$ cat config.mk
export PLATFORM = sky130hd
export DESIGN_NAME = ct_vfdsu_wb_buf_flat
export DESIGN_NICKNAME = d
export VERILOG_FILES = /design/src/rtl/ct_vfdsu_wb_buf_if.sv /design/src/rtl/ct_vfdsu_wb_buf.sv /design/src/flat_wrapper.sv
export SDC_FILE = /design/constraint.sdc
export NUM_CORES = 1
export LEC_CHECK = 0
export CAP_MARGIN = 40
export CORE_ASPECT_RATIO = 0.7
export CORE_MARGIN = 2
export CORE_UTILIZATION = 25
export CTS_CLUSTER_DIAMETER = 100
export DETAILED_ROUTE_END_ITERATION = 8
export GPL_ROUTABILITY_DRIVEN = 0
export PLACE_DENSITY_LB_ADDON = 0.05
export SETUP_SLACK_MARGIN = 0.15
export SLEW_MARGIN = 5
export SYNTH_ARGS = -nofsm -noshare
export SYNTH_HDL_FRONTEND = slang
export SYNTH_SLANG_ARGS = --single-unit
$ cat constraint.sdc
create_clock -name forever_cpuclk -period 1.9 [get_ports forever_cpuclk]
set_clock_uncertainty 0.1 [all_clocks]
set_input_delay 0.38 -clock forever_cpuclk [delete_from_list [all_inputs] [get_ports forever_cpuclk]]
set_output_delay 0.38 -clock forever_cpuclk [all_outputs]
set_load 0.02 [all_outputs]
$ cat src/rtl/ct_vfdsu_wb_buf_if.sv
// Result hand-off bundle between the VFDSU EX4 stage, the buffer and the VFPU write-back arbiter.
// master drives push/grant/flush; slave (the buffer) drives head and status.
interface ct_vfdsu_wb_buf_if #(
  parameter int DATA_W = 64,
  parameter int PREG_W = 7
);
  logic              rtu_yy_xx_flush;
  logic              vfdsu_wb_req;
  logic [DATA_W-1:0] vfdsu_wb_data;
  logic [4:0]        vfdsu_wb_fflags;
  logic [PREG_W-1:0] vfdsu_wb_preg;
  logic              vfpu_wb_grant;
  logic              wb_vfpu_vld;
  logic [DATA_W-1:0] wb_vfpu_data;
  logic [4:0]        wb_vfpu_fflags;
  logic [PREG_W-1:0] wb_vfpu_preg;
  logic              wb_vfpu_urgent;
  logic              wb_vfdsu_full;
  logic              wb_vfdsu_empty;
  logic              wb_vfdsu_ovfl;

  modport master (
    output rtu_yy_xx_flush, vfdsu_wb_req, vfdsu_wb_data, vfdsu_wb_fflags,
           vfdsu_wb_preg, vfpu_wb_grant,
    input  wb_vfpu_vld, wb_vfpu_data, wb_vfpu_fflags, wb_vfpu_preg,
           wb_vfpu_urgent, wb_vfdsu_full, wb_vfdsu_empty, wb_vfdsu_ovfl
  );

  modport slave (
    input  rtu_yy_xx_flush, vfdsu_wb_req, vfdsu_wb_data, vfdsu_wb_fflags,
           vfdsu_wb_preg, vfpu_wb_grant,
    output wb_vfpu_vld, wb_vfpu_data, wb_vfpu_fflags, wb_vfpu_preg,
           wb_vfpu_urgent, wb_vfdsu_full, wb_vfdsu_empty, wb_vfdsu_ovfl
  );
endinterface

$ cat src/rtl/ct_vfdsu_wb_buf.sv
// In-order fdiv/fsqrt result FIFO feeding the VFPU write-back arbiter; push-to-vld 1 cycle, no bypass.
// Full stalls divide issue; a push while full is dropped and latches ovfl. Optional starvation flag: VFDSU_WB_URGENT_EN.
module ct_vfdsu_wb_buf #(
  parameter int DEPTH         = 2,
  parameter int DATA_W        = 64,
  parameter int PREG_W        = 7,
  parameter int URGENT_THRESH = 8
) (
  input logic               forever_cpuclk,
  input logic               cpurst_b,
  ct_vfdsu_wb_buf_if.slave  wb
);

  localparam int PTR_W = $clog2(DEPTH);
  localparam int CNT_W = PTR_W + 1;

  typedef struct packed {
    logic [DATA_W-1:0] data;
    logic [4:0]        fflags;
    logic [PREG_W-1:0] preg;
  } entry_t;

  entry_t           entry [DEPTH];
  logic [PTR_W-1:0] wr_ptr;
  logic [PTR_W-1:0] rd_ptr;
  logic [CNT_W-1:0] count;

  logic   flush;
  logic   vld;
  logic   full;
  logic   pop;
  logic   push;
  entry_t wr_entry;
  entry_t head;

  assign flush = wb.rtu_yy_xx_flush;
  assign vld   = (count != '0);
  assign full  = (count == CNT_W'(DEPTH));

  // Flush wins over everything in its cycle, so neither side may move state.
  assign pop  = wb.vfpu_wb_grant && vld && !flush;
  assign push = wb.vfdsu_wb_req && (!full || pop) && !flush;

  assign wr_entry = '{data:   wb.vfdsu_wb_data,
                      fflags: wb.vfdsu_wb_fflags,
                      preg:   wb.vfdsu_wb_preg};

  always_ff @(posedge forever_cpuclk or negedge cpurst_b) begin
    if (!cpurst_b) begin
      for (int i = 0; i < DEPTH; i++) begin
        entry[i] <= '0;
      end
    end else if (push) begin
      entry[wr_ptr] <= wr_entry;
    end
  end

  always_ff @(posedge forever_cpuclk or negedge cpurst_b) begin
    if (!cpurst_b) begin
      wr_ptr <= '0;
      rd_ptr <= '0;
      count  <= '0;
    end else if (flush) begin
      wr_ptr <= '0;
      rd_ptr <= '0;
      count  <= '0;
    end else begin
      if (push) begin
        wr_ptr <= wr_ptr + PTR_W'(1);
      end
      if (pop) begin
        rd_ptr <= rd_ptr + PTR_W'(1);
      end
      case ({push, pop})
        2'b10:   count <= count + CNT_W'(1);
        2'b01:   count <= count - CNT_W'(1);
        default: count <= count;
      endcase
    end
  end

  always_ff @(posedge forever_cpuclk or negedge cpurst_b) begin
    if (!cpurst_b) begin
      wb.wb_vfdsu_ovfl <= 1'b0;
    end else if (flush) begin
      wb.wb_vfdsu_ovfl <= 1'b0;
    end else if (wb.vfdsu_wb_req && full && !pop) begin
      wb.wb_vfdsu_ovfl <= 1'b1;
    end
  end

  // Stale storage behind the read pointer must not leak onto the bus when empty.
  assign head = vld ? entry[rd_ptr] : '0;

  assign wb.wb_vfpu_vld    = vld;
  assign wb.wb_vfpu_data   = head.data;
  assign wb.wb_vfpu_fflags = head.fflags;
  assign wb.wb_vfpu_preg   = head.preg;
  assign wb.wb_vfdsu_full  = full;
  assign wb.wb_vfdsu_empty = !vld;

`ifdef VFDSU_WB_URGENT_EN
  localparam int WC_W = $clog2(URGENT_THRESH + 1);

  logic [WC_W-1:0] wait_cnt;

  // Saturates at the threshold; that is all the urgency decode ever needs.
  always_ff @(posedge forever_cpuclk or negedge cpurst_b) begin
    if (!cpurst_b) begin
      wait_cnt <= '0;
    end else if (flush || pop || !vld) begin
      wait_cnt <= '0;
    end else if (wait_cnt < WC_W'(URGENT_THRESH)) begin
      wait_cnt <= wait_cnt + WC_W'(1);
    end
  end

  assign wb.wb_vfpu_urgent = vld && (wait_cnt >= WC_W'(URGENT_THRESH));
`else
  // Threshold is only meaningful when starvation tracking is built in.
  assign wb.wb_vfpu_urgent = 1'b0 & (URGENT_THRESH > 0);
`endif

endmodule

$ cat src/flat_wrapper.sv
// flat-port wrapper written by rule: the top's interface ports become plain ports
module ct_vfdsu_wb_buf_flat 
#(
  parameter int DEPTH         = 2,
  parameter int DATA_W        = 64,
  parameter int PREG_W        = 7,
  parameter int URGENT_THRESH = 8
)
  (forever_cpuclk, cpurst_b, wb_rtu_yy_xx_flush, wb_vfdsu_wb_req, wb_vfdsu_wb_data, wb_vfdsu_wb_fflags, wb_vfdsu_wb_preg, wb_vfpu_wb_grant, wb_wb_vfpu_vld, wb_wb_vfpu_data, wb_wb_vfpu_fflags, wb_wb_vfpu_preg, wb_wb_vfpu_urgent, wb_wb_vfdsu_full, wb_wb_vfdsu_empty, wb_wb_vfdsu_ovfl);
  ct_vfdsu_wb_buf_if #(.DATA_W(DATA_W), .PREG_W(PREG_W)) wb_i ();
  input logic forever_cpuclk;
  input logic cpurst_b;
  input wire logic [$bits(wb_i.rtu_yy_xx_flush)-1:0] wb_rtu_yy_xx_flush;
  input wire logic [$bits(wb_i.vfdsu_wb_req)-1:0] wb_vfdsu_wb_req;
  input wire logic [$bits(wb_i.vfdsu_wb_data)-1:0] wb_vfdsu_wb_data;
  input wire logic [$bits(wb_i.vfdsu_wb_fflags)-1:0] wb_vfdsu_wb_fflags;
  input wire logic [$bits(wb_i.vfdsu_wb_preg)-1:0] wb_vfdsu_wb_preg;
  input wire logic [$bits(wb_i.vfpu_wb_grant)-1:0] wb_vfpu_wb_grant;
  output wire logic [$bits(wb_i.wb_vfpu_vld)-1:0] wb_wb_vfpu_vld;
  output wire logic [$bits(wb_i.wb_vfpu_data)-1:0] wb_wb_vfpu_data;
  output wire logic [$bits(wb_i.wb_vfpu_fflags)-1:0] wb_wb_vfpu_fflags;
  output wire logic [$bits(wb_i.wb_vfpu_preg)-1:0] wb_wb_vfpu_preg;
  output wire logic [$bits(wb_i.wb_vfpu_urgent)-1:0] wb_wb_vfpu_urgent;
  output wire logic [$bits(wb_i.wb_vfdsu_full)-1:0] wb_wb_vfdsu_full;
  output wire logic [$bits(wb_i.wb_vfdsu_empty)-1:0] wb_wb_vfdsu_empty;
  output wire logic [$bits(wb_i.wb_vfdsu_ovfl)-1:0] wb_wb_vfdsu_ovfl;
  assign wb_i.rtu_yy_xx_flush = wb_rtu_yy_xx_flush;
  assign wb_i.vfdsu_wb_req = wb_vfdsu_wb_req;
  assign wb_i.vfdsu_wb_data = wb_vfdsu_wb_data;
  assign wb_i.vfdsu_wb_fflags = wb_vfdsu_wb_fflags;
  assign wb_i.vfdsu_wb_preg = wb_vfdsu_wb_preg;
  assign wb_i.vfpu_wb_grant = wb_vfpu_wb_grant;
  assign wb_wb_vfpu_vld = wb_i.wb_vfpu_vld;
  assign wb_wb_vfpu_data = wb_i.wb_vfpu_data;
  assign wb_wb_vfpu_fflags = wb_i.wb_vfpu_fflags;
  assign wb_wb_vfpu_preg = wb_i.wb_vfpu_preg;
  assign wb_wb_vfpu_urgent = wb_i.wb_vfpu_urgent;
  assign wb_wb_vfdsu_full = wb_i.wb_vfdsu_full;
  assign wb_wb_vfdsu_empty = wb_i.wb_vfdsu_empty;
  assign wb_wb_vfdsu_ovfl = wb_i.wb_vfdsu_ovfl;
  ct_vfdsu_wb_buf #(.DEPTH(DEPTH), .DATA_W(DATA_W), .PREG_W(PREG_W), .URGENT_THRESH(URGENT_THRESH)) u_core (.forever_cpuclk(forever_cpuclk), .cpurst_b(cpurst_b), .wb(wb_i));
endmodule
* Word-level counts from Yosys, hierarchy flattened *
Index checks and enable logic that the tools add are counted.
Widths: inputs -> output; s select.

cells by class
  add/sub/neg operators = 4
  multipliers = 0
  divide/modulo/power cells = 0
  $lt $le $gt $ge = 3
  eq/ne operators = 3
  shift-type cells = 0
  mux-type cells = 15
  bitwise logic cells = 2
  reduce and logical (&&, ||, !) cells = 17

operators with widths
  kind                 number
  $mux 76              5
  $bwmux 152           1
  $demux 76 s1         1
  $reduce_bool 2->1    4
  $logic_and 1x1->1    7
  $mux 1               6
  $eq 2x2->1 const B   2
  $ge 2x2->1 const B   2
  $logic_not 1->1      4
  $not 1->2            2
  $pmux 2 s2           1
  $reduce_bool 3->1    1
  $add 1x1->1 const B  2
  $add 2x1->2 const B  1
  $eq 2x1->1 const B   1
  $lt 2x1->1 const B   1
  $mux 2               1
  $sub 2x1->2 const B  1
  $logic_or 1x1->1     1

word-level totals
  register bits = 157
  bits in latches = 0
  RAM bits = 0
  bits in read-only memories = 0
  input port bits = 81
  output and inout bits = 81
  logic and storage cells = 54
  memories = 0

* Logic depth before layout (Yosys ltp) *
  depth in word-level cells = 9
  depth in mapped cells = 7
  mapped depth without buffers = 3

* Worst setup path before layout *
OpenSTA, ideal clock, no wires.

  kind = reg2out
  start point = register u_core.count[1]
  end point = output port wb_wb_vfpu_data[24]
  data arrival time = 1.658 ns
  data required time = 1.420 ns
  setup slack = -0.238 ns
  stages on the path, launching flop included = 7
  buffers on the path = 3
  cell sequence = dfrtp_1 -> buf_6 -> or2_2 -> inv_2 -> clkbuf_1 -> buf_1 -> nor2_1

on the way
  cells in the longest elaborated chain, start to end = 2

RTL lines
  what                      line                   source
  start: declaration        ct_vfdsu_wb_buf.sv:26  logic [CNT_W-1:0] count;
  start signal: assignment  ct_vfdsu_wb_buf.sv:75  2'b10: count <= count + CNT_W'(1);
  start signal: assignment  ct_vfdsu_wb_buf.sv:76  2'b01: count <= count - CNT_W'(1);
  start signal: assignment  ct_vfdsu_wb_buf.sv:77  default: count <= count;
  $reduce_bool 2->1         ct_vfdsu_wb_buf.sv:37  assign vld = (count != '0);
  net wb_wb_vfpu_vld        flat_wrapper.sv:19     output wire logic [$bits(wb_i.wb_vfpu_vld)-1:0] wb_wb_vfpu_vld;
  $mux 76                   ct_vfdsu_wb_buf.sv:93  assign head = vld ? entry[rd_ptr] : '0;
  end: declaration          flat_wrapper.sv:20     output wire logic [$bits(wb_i.wb_vfpu_data)-1:0] wb_wb_vfpu_data;

The timed path passes the listed nets, and every way through them passes these cells.

* Worst setup path after layout *
  start point = register u_core.rd_ptr
  end point = output port wb_wb_vfpu_data[50]

on the way
  cells in the longest elaborated chain, start to end = 5

RTL lines
  what                                         line                   source
  start: declaration                           ct_vfdsu_wb_buf.sv:25  logic [PTR_W-1:0] rd_ptr;
  start signal: assignment                     ct_vfdsu_wb_buf.sv:72  rd_ptr <= rd_ptr + PTR_W'(1);
  $not 1->2 (implied by the code)              ct_vfdsu_wb_buf.sv:93
  $mux 76 (implied by the code) (3 in series)  ct_vfdsu_wb_buf.sv:93
  $mux 76                                      ct_vfdsu_wb_buf.sv:93

No other way between the ends. The select of a mux whose other input is x is not followed.

==> reports/results.ini <==
[cts]
htree_levels=4
clk_root_buffer_cell=sky130_fd_sc_hd__clkbuf_16
clkTransAtPathRegs_ps=60
cts_tree=done
cts_buffers=17
max_clock_buf_depth=2
clock_sink_count=157
clock_insertion_delay_worst_skew_ps=430

[worst_setup_path]
crit-reg2reg-launch=u_core.count[1]
r2r_cells=6
setup.reg_to_reg.worst_slack_ps=-230
crit_path_end_kind=output port
critical_path_type=flop to output port
r2r-end=u_core.entry[84]
critPathRequiredTime_ps=1420
wp_data_arrival_ps=1740
setup.worst_path.start_class=flop
worstPathMaxFanout=5

[synth]
synth_fa_ha_area_share_pct=0
synth_cell_type_count=23
basic_gate_share_of_the_synthesized_area_counting_and_or_nand_and_nor_cells_pct=5.16
synth_seq_cells=157
compound_gate_portion_of_the_synthesized_area_pct=0.525
avgSynthCellArea_um2=13.6
synth-warning-count=0
main_combinational_cell_family_by_area_after_synthesis=multiplexers
syn-instance-count=524
post_synth_net_total=605
syn_area_um2=7150
synth_mux_area_share_pct=36.3
synth-seq-area-share_pct=55.0
synth_xor_xnor_area_share_pct=0.245

[global_route]
antenna_violations_before_repair=1
grt_start_max_net_pins=42
globalRouteOverflowTotal=0
first_global_vias=5683
grt_first_pass_wirelength_um=35300
gr-usage-all-layers_pct=15.9

[placed_design]
dpl.hpwl_um=12500
number_of_input_and_output_port_buffers_inserted=160

[floorplanning]
dieHeight_um=145
die-area_um2=30000
die_wd_um=206
io_pins=162
row_count=51
design.core.area_um2=27900
initial_core_utilization_pct=25.6

[routing]
drc=0
route.detailed.wl_per_inst_um=20.6
via_per_inst=4.40
wl_um=23800
drt-initial-drc-count=105
vias=5077
ant_nets=0
firstDrtPassIters=6

[run_status]
outcome=complete, but fails checks
violated_checks=setup timing

[cells_and_area]
syn2layout_area_growth_pct=67.8
drive_gt1_share_pct=53.4
antenna_fix_cells=0
nets=851

[power]
static_leak_nw=5.30
power.density_cell_area_nw_per_um2=1010
worst_ir_drop_vdd_mv=0.597

[sta]
achievable-frequency_ghz=0.450
final-hold-violation-count=0
final_ws_setup_ps=-324
finalWorstPathRequiredPeriod_ps=2220
maxSlewViolCount=0
setup_viol=230
grt_setup_unrepaired=true
setup_total_negative_slack_ps=-44020
post-route-period-util_pct=117
final.hold.worst_slack_ps=306

[worst_hold_path]
hold_path_class=input pin to async pin

[job]
max_cap_viol_count=0

cell usage after synthesis (all sizes together):
master	n	area [µm²]
nor2	79	297
nor3b	1	7.51
nor2b	3	18.8
a21oi	4	20.0
or2	1	6.26
clkbuf	10	37.5
buf	26	158
mux2i	77	771
o21a	1	7.51
or4b	1	10.0
inv	1	3.75
mux2	152	1820
nand2b	2	12.5
o21ai	2	10.0
nand2	2	7.51
xor2	2	17.5
nor3	2	10.0
conb	1	3.75
dfrtp	157	3930
registers in the layout, indices dropped and copies added, names as in the netlist:
name                     cells
u_core.count                 2
u_core.entry               152
u_core.wb.wb_vfdsu_ovfl      1
u_core.rd_ptr                1
u_core.wr_ptr                1
power by group:
group / internal, W / switching [W]
logic: 0.00228 / 0.00144
registers: 0.00416 / 0.000483
clock network: 0.00233 / 0.00141
total: 0.00877 / 0.00333
worst max-delay path: stages (launching register included):
cell and delay [ps]:
sky130_fd_sc_hd__dfrtp_4 550, sky130_fd_sc_hd__buf_6 180, sky130_fd_sc_hd__buf_12 140, sky130_fd_sc_hd__mux2i_1 120, sky130_fd_sc_hd__nor2_1 150, sky130_fd_sc_hd__buf_4 170
cells by family after synthesis:
family	after synthesis
compound gates	7
mux	229
xor+xnor	2
flops	157
other cells	1
simple gates	91
buf+inv	37
layout make-up:
| cell class | instances | area [µm²] |
|---|---|---|
| Multi-Input combinational cell | 331 | 3520 |
| Fill cell | 2583 | 16000 |
| Tap cell | 371 | 464 |
| Inverter | 1 | 16.3 |
| Timing Repair Buffer | 262 | 3410 |
| Clock inverter | 11 | 163 |
| Clock buffer | 21 | 480 |
| Sequential cell | 157 | 3930 |
stage by stage:
step,cell area [µm²],power [W],setup slack (ps),util [%],std cells
after floorplan,7250,0.00625,-109,-,524
after global placement,9470,0.00731,-361,33.9,1045
after detailed placement,9470,0.00741,-379,33.9,1045
after CTS,11500,0.0120,-369,41.1,1137
after global routing,12000,0.0127,-403,42.9,1154
final,12000,0.0121,-324,42.9,1154
layout by cell type, fill, tap and decap left out, types with 2 or more instances in the layout:
cell type	n
sky130_fd_sc_hd__mux2i_4	3
sky130_fd_sc_hd__buf_16	30
sky130_fd_sc_hd__or4b_4	2
sky130_fd_sc_hd__nand2_1	2
sky130_fd_sc_hd__buf_8	5
sky130_fd_sc_hd__dfrtp_1	156
sky130_fd_sc_hd__nor2_1	48
sky130_fd_sc_hd__buf_12	30
sky130_fd_sc_hd__bufinv_16	4
sky130_fd_sc_hd__nand2b_1	2
sky130_fd_sc_hd__buf_4	64
sky130_fd_sc_hd__mux2i_2	10
sky130_fd_sc_hd__clkbuf_8	4
sky130_fd_sc_hd__nor2_2	29
sky130_fd_sc_hd__mux2i_1	64
sky130_fd_sc_hd__clkbuf_16	21
sky130_fd_sc_hd__clkdlybuf4s50_1	79
sky130_fd_sc_hd__a21oi_1	4
sky130_fd_sc_hd__mux2_2	46
sky130_fd_sc_hd__buf_6	44
sky130_fd_sc_hd__clkinvlp_4	3
sky130_fd_sc_hd__xor2_1	2
sky130_fd_sc_hd__mux2_4	106
sky130_fd_sc_hd__buf_2	4
sky130_fd_sc_hd__nor2b_1	2
sky130_fd_sc_hd__clkinv_2	4
sky130_fd_sc_hd__nor2_4	2
worst max path at each step:
stage	start	to	slack (ps)	cells after the start
after floorplan	u_core.count[1]	u_core.entry[132]	-110	7
after global placement	wb_vfpu_wb_grant	u_core.entry[148]	-360	5
after detailed placement	wb_vfpu_wb_grant	u_core.entry[149]	-380	5
after CTS	u_core.rd_ptr	wb_wb_vfpu_preg[3]	-370	5
after global routing	u_core.rd_ptr	wb_wb_vfpu_data[43]	-400	5
final	u_core.rd_ptr	wb_wb_vfpu_data[50]	-320	5
routing by layer:
metal | track usage, % | up-vias | share of wire (%)
met1 | 20.1 | 2644 | 45
li1 | - | 2320 | -
met2 | 26.8 | 94 | 49
met4 | 4.61 | 0 | 1.2
met3 | 4.10 | 19 | 4.3
met5 | 0 | - | 0
repair_timing:
item,in CTS,in global routing
gates cloned,27,4
hold buffers,1,0
hold endpoints to repair,26,0
resized for setup,532,71
setup buffers,32,13
pin swaps,5,10
setup endpoints to repair,232,233
Note: power is estimated with default switching activity, not from simulation.
